[src/rtl/mips_cpu_muldiv_pkg.sv]
// rtl/mips_cpu_muldiv_pkg.sv - shared types and widths for the multiply/divide units
//
// Purpose: common FSM state type and datapath width shared by the HI/LO
// multiplier and divider, so both units present the same start/done
// behaviour to the CPU stall logic.
// Contents:
//   mult_state_t  IDLE / RUN / DONE
//   MULDIV_WIDTH  default operand width (32)

package mips_cpu_muldiv_pkg;

  localparam int MULDIV_WIDTH = 32;

  typedef enum logic [1:0] {
    IDLE = 2'd0,
    RUN  = 2'd1,
    DONE = 2'd2
  } mult_state_t;

endpackage

[src/rtl/mips_cpu_abs_neg.sv]
// rtl/mips_cpu_abs_neg.sv - operand magnitude and double-width conditional negate
//
// Purpose: purely combinational sign handling for the signed multiply and
// divide paths. Converts two WIDTH-bit operands to unsigned magnitudes when
// is_signed is set, and conditionally two's-complement negates a 2*WIDTH-bit
// value for the final sign fix-up.
// Ports:
//   is_signed  in   1        treat a/b as two's complement
//   a, b       in   WIDTH    raw operands
//   a_mag      out  WIDTH    |a| (or a when unsigned)
//   b_mag      out  WIDTH    |b| (or b when unsigned)
//   negate     in   1        negate value
//   value      in   2*WIDTH  unsigned magnitude result
//   result     out  2*WIDTH  value or -value

module mips_cpu_abs_neg
  import mips_cpu_muldiv_pkg::*;
#(
  parameter int WIDTH = MULDIV_WIDTH
) (
  input  logic                 is_signed,
  input  logic [WIDTH-1:0]     a,
  input  logic [WIDTH-1:0]     b,
  output logic [WIDTH-1:0]     a_mag,
  output logic [WIDTH-1:0]     b_mag,
  input  logic                 negate,
  input  logic [2*WIDTH-1:0]   value,
  output logic [2*WIDTH-1:0]   result
);

  // The most negative value negates to itself, which read as unsigned is
  // exactly 2^(WIDTH-1): the correct magnitude, so no extra bit is needed.
  assign a_mag  = (is_signed && a[WIDTH-1]) ? -a : a;
  assign b_mag  = (is_signed && b[WIDTH-1]) ? -b : b;
  assign result = negate ? -value : value;

endmodule

[src/rtl/mips_cpu_multiplier.sv]
// rtl/mips_cpu_multiplier.sv - multi-cycle shift-add multiplier for MULT/MULTU
//
// Purpose: computes the 2*WIDTH-bit product of two WIDTH-bit operands for the
// HI/LO path, one shift-add step per cycle, WIDTH steps per operation. Signed
// operands are multiplied as magnitudes and the product is negated at the end.
// Ports:
//   clk           in   1      clock
//   reset         in   1      synchronous, active-high
//   start         in   1      request, honoured only in IDLE or DONE
//   is_signed     in   1      1 = MULT, 0 = MULTU (sampled with start)
//   Multiplicand  in   WIDTH  operand A (sampled with start)
//   Multiplier    in   WIDTH  operand B (sampled with start)
//   ProductHi     out  WIDTH  product upper half
//   ProductLo     out  WIDTH  product lower half
//   busy          out  1      high while iterating
//   done          out  1      result valid, held until next accepted start

module mips_cpu_multiplier
  import mips_cpu_muldiv_pkg::*;
#(
  parameter int WIDTH = MULDIV_WIDTH
) (
  input  logic             clk,
  input  logic             reset,
  input  logic             start,
  input  logic             is_signed,
  input  logic [WIDTH-1:0] Multiplicand,
  input  logic [WIDTH-1:0] Multiplier,
  output logic [WIDTH-1:0] ProductHi,
  output logic [WIDTH-1:0] ProductLo,
  output logic             busy,
  output logic             done
);

  localparam int CW = $clog2(WIDTH) + 1;
  localparam logic [CW-1:0] LAST = CW'(WIDTH - 1);

  mult_state_t        state;
  mult_state_t        state_next;
  logic [2*WIDTH-1:0] acc;        // {hi, lo}; multiplier bits drain out of lo
  logic [WIDTH-1:0]   mcand;      // multiplicand magnitude
  logic               neg;        // product must be negated at the end
  logic [CW-1:0]      count;

  logic [WIDTH-1:0]   a_mag;
  logic [WIDTH-1:0]   b_mag;
  logic [WIDTH:0]     sum;        // {carry, hi}
  logic [2*WIDTH-1:0] acc_next;
  logic [2*WIDTH-1:0] prod_fixed;
  logic               accept;
  logic               op_zero;

  mips_cpu_abs_neg #(.WIDTH(WIDTH)) u_abs_neg (
    .is_signed (is_signed),
    .a         (Multiplicand),
    .b         (Multiplier),
    .a_mag     (a_mag),
    .b_mag     (b_mag),
    .negate    (neg),
    .value     (acc_next),
    .result    (prod_fixed)
  );

  assign accept  = start && (state == IDLE || state == DONE);
  assign op_zero = (Multiplicand == '0) || (Multiplier == '0);

  always_comb begin
    // The carry out of the add is consumed by the same cycle's right shift,
    // so it never needs to be held in a register between iterations.
    sum      = {1'b0, acc[2*WIDTH-1:WIDTH]} + (acc[0] ? {1'b0, mcand} : '0);
    acc_next = {sum, acc[WIDTH-1:1]};

    state_next = state;
    case (state)
      IDLE, DONE: if (start) state_next = op_zero ? DONE : RUN;
      RUN:        if (count == LAST) state_next = DONE;
      default:    state_next = IDLE;
    endcase
  end

  always_ff @(posedge clk) begin
    if (reset) begin
      state     <= IDLE;
      acc       <= '0;
      mcand     <= '0;
      neg       <= 1'b0;
      count     <= '0;
      ProductHi <= '0;
      ProductLo <= '0;
      busy      <= 1'b0;
      done      <= 1'b0;
    end else begin
      state <= state_next;
      if (accept) begin
        mcand     <= a_mag;
        acc       <= {{WIDTH{1'b0}}, b_mag};
        neg       <= is_signed & (Multiplicand[WIDTH-1] ^ Multiplier[WIDTH-1]);
        count     <= '0;
        ProductHi <= '0;
        ProductLo <= '0;
        // A zero operand skips the iterations; the cleared product is final.
        done      <= op_zero;
        busy      <= ~op_zero;
      end else if (state == RUN) begin
        acc   <= acc_next;
        count <= count + CW'(1);
        if (count == LAST) begin
          {ProductHi, ProductLo} <= prod_fixed;
          done <= 1'b1;
          busy <= 1'b0;
        end
      end
    end
  end

endmodule

[config.mk]
export PLATFORM = sky130hd
export DESIGN_NAME = mips_cpu_multiplier
export DESIGN_NICKNAME = d
export VERILOG_FILES = /design/src/rtl/mips_cpu_muldiv_pkg.sv /design/src/rtl/mips_cpu_abs_neg.sv /design/src/rtl/mips_cpu_multiplier.sv
export SDC_FILE = /design/constraint.sdc
export NUM_CORES = 1
export LEC_CHECK = 0
export CAP_MARGIN = 30
export CORE_ASPECT_RATIO = 0.8
export CORE_UTILIZATION = 30
export DETAILED_ROUTE_END_ITERATION = 16
export GPL_TIMING_DRIVEN = 1
export PLACE_DENSITY = 0.57
export SLEW_MARGIN = 20
export SYNTH_ARGS = -nofsm -noshare
export SYNTH_HDL_FRONTEND = slang
export SYNTH_SLANG_ARGS = --single-unit
export TNS_END_PERCENT = 50
[constraint.sdc]
create_clock -name clk -period 11.7 [get_ports clk]
set_input_delay 2.34 -clock clk [delete_from_list [all_inputs] [get_ports clk]]
set_output_delay 2.34 -clock clk [all_outputs]
set_load 0.01 [all_outputs]
==> impl_metrics.py <==
metrics = {
    "run_status": {
        "status": "finished, final reports clean",
    },
    "clock_network": {
        "clkTransAtPathRegs_ns": 0.06,
        "cts_root_buf": "clkbuf_16",
        "post_cts_buffers": 0,
        "hold_buffers": 0,
        "clk_latency_ns": 0.44,
        "h-tree-depth": 4,
        "cts_tree": "yes",
        "cts_made_buffers": 17,
        "cts_resized": 0,
        "clk_path_buf_depth": 2,
        "cts.sinks": 171,
    },
    "routing": {
        "drc_errors": 0,
        "routed_wl_microns": 35900,
        "drtIter0Drc": 904,
        "drtPass1Iterations": 5,
        "wl_per_cell_microns": 17.7,
        "vias": 10800,
        "ant_nets": 0,
        "viasPerCell": 5.35,
    },
    "logic_synthesis": {
        "synth_cells": 1458,
        "ys_types": 70,
        "synth.top_cell.area_share": 0.308,
        "ys_warn_count": 0,
        "synth_ff_type": "dfxtp_1",
        "netlist_top_cells_count": "207 x nand2_1, 174 x nor2_1, 171 x dfxtp_1",
        "yosysTopAreaCell": "dfxtp_1",
        "synthTopCellsByArea": "dfxtp_1 31%, nand2_1 7.0%, xor2_1 6.2%, nor2_1 5.9%, a211oi_1 5.3%",
        "ys_ff_latch": 171,
        "seq_area_frac_synth": 0.308,
        "syn_area_sq_mm": 0.0111,
        "synth_nets": 1563,
        "syn_avg_cell_area_sq_um": 7.62,
        "synth-edff-count": 0,
        "yosysMostFrequentCell": "nand2_1",
        "async_reset_ff_frac": 0,
    },
    "power_and_ir_drop": {
        "power_mw": 1.48,
        "power.density_mw_per_mm2": 110,
        "p_leak_nw": 4.68,
        "peakVddDrop_mv": 0.0857,
    },
    "global_route": {
        "grt_pass1_vias": 9934,
        "grt_pass1_wl_microns": 56400,
        "overflow": 0,
        "track_usage": 0.188,
        "grt_max_degree": 108,
        "antenna_found_initial": 0,
    },
    "die": {
        "die_area_sq_mm": 0.0378,
        "num_rows": 62,
        "start_util": 0.307,
        "io_pins": 134,
        "die_x_microns": 217,
        "placeableCoreArea_sq_mm": 0.0361,
        "dieHeight_microns": 174,
    },
    "sta": {
        "drv_slew": 0,
        "finalClockSkew_ns": 0.0153,
        "hold_viol": 0,
        "relSlewSlack": 0.302,
        "setup_ws_ns": 5.79,
        "max_clock_freq_mhz": 169,
        "period_share": 0.505,
        "fin_hold_ws_ns": 0.456,
        "max_slew.worst_pin.slew_ns": 1.04,
        "setup_tns_ns": 0,
        "min_period_ns": 5.91,
        "rsz0062_at_grt": "no",
        "setup_viol": 0,
    },
    "finish": {
        "area_growth_pct": 20.7,
        "diodes": 0,
        "drive_above_1_share": 0.0474,
        "final_cells": 2020,
        "fin_nets": 1632,
        "stdcell_area_sq_mm": 0.0134,
        "fin_util": 0.371,
    },
    "placement": {
        "dpl-instance-area_sq_mm": 0.0128,
        "place_ws_ns": 5.36,
        "numPortBuffers": 133,
        "dpl.cell_count": 1987,
        "hpwlAfterDp_microns": 27500,
        "place.gp.congestion": 0.909,
    },
    "worst_setup_path": {
        "critPathCaptureType": "flip-flop",
        "required_ns": 12.05,
        "crit_path_start_kind": "input pin",
        "crit_arrival_ns": 6.26,
        "critPathKind": "input pin to flip-flop",
        "worstPathMaxFanout": 6,
    },
    "worst_hold_path": {
        "min_path_type": "flip-flop to flip-flop",
    },
    "run": {
        "cap_violations": 0,
    },
}
## cell type report
class / instances / area [sq um]
timing repair buffer: 146 / 1460
multi-input combinational: 1174 / 7270
clock inverter: 12 / 138
inverter: 17 / 63.8
tap: 480 / 601
sequential: 171 / 3420
clock buffer: 20 / 447
fill: 3815 / 22700
## worst paths after layout
check             slack [ns]  cells after the start             from             to
setup reg to reg        6.52                     13           acc[0]  ProductHi[27]
setup / recovery        5.79                     10  Multiplicand[4]           done
hold reg to reg         0.46                      2         mcand[0]       mcand[0]
hold / removal          0.46                      2         mcand[0]       mcand[0]
## layout by cell type, fill, tap and decap left out, types with 6 or more instances in the layout
cell / synthesis / routed
a211oi_1: 78 / 78
a21o_1: 8 / 8
a21oi_1: 98 / 98
a311oi_1: 41 / 41
and2_1: 39 / 39
and3_1: 8 / 8
buf_4: 0 / 11
clkbuf_16: 0 / 17
clkdlybuf4s50_1: 0 / 132
dfxtp_1: 171 / 170
ha_1: 36 / 36
inv_1: 17 / 17
nand2_1: 207 / 207
nand2b_1: 14 / 11
nand3_1: 24 / 24
nand4_1: 15 / 15
nor2_1: 174 / 174
nor3_1: 29 / 28
nor4_1: 13 / 13
o211ai_1: 6 / 6
o21a_1: 7 / 7
o21ai_0: 63 / 63
o31ai_1: 22 / 22
o41ai_1: 22 / 22
or2_2: 7 / 7
or3_1: 34 / 34
or4_1: 14 / 14
xnor2_1: 52 / 52
xor2_1: 79 / 79
## routing by layer
| metal | part of all wire | routed length [microns] | track usage |
|---|---|---|---|
| met1 | 0.56 | 20100 | 0.311 |
| met4 | 0.011 | 381 | 0.0346 |
| met5 | 0 | 0 | 0 |
| met3 | 0.059 | 2120 | 0.0324 |
| met2 | 0.37 | 13300 | 0.244 |
## worst max-delay path, cell delays in order
cell and delay, ns:
clkdlybuf4s50_1 0.46, or4_1 0.64, or4_1 0.51, nor4_1 0.67, nor4b_1 0.53, nand2_1 0.19, or3_1 0.42, o311ai_0 0.20
inv_1 0.09, nor3_1 0.20
## kinds of logic (layout without fill, tap and decap cells)
family,after synthesis,count (layout),share of synthesized area
AOI/OAI and AO/OA,396,396,0.246
muxes,4,4,0.00372
and+or+nand+nor,606,606,0.256
adders and majority gates,37,37,0.0424
xor gates and xnor gates,131,131,0.103
buffers and inverters,113,195,0.0400
DFF,171,171,0.308
## state kept, by name, summed over array words and instances, names as in the netlist, 2 cells and up
| name | cells |
|---|---|
| acc | 64 |
| ProductHi | 32 |
| ProductLo | 32 |
| mcand | 32 |
| count | 6 |
| state | 2 |
## power breakdown
group          internal (mW)  leakage, nW  switching [mW]
combinational          0.103         3.00           0.165
clock                  0.323        0.281           0.252
sequential             0.606         1.39          0.0307
total                   1.03         4.68           0.448
No activity file was read; power rests on OpenSTA's default activity.
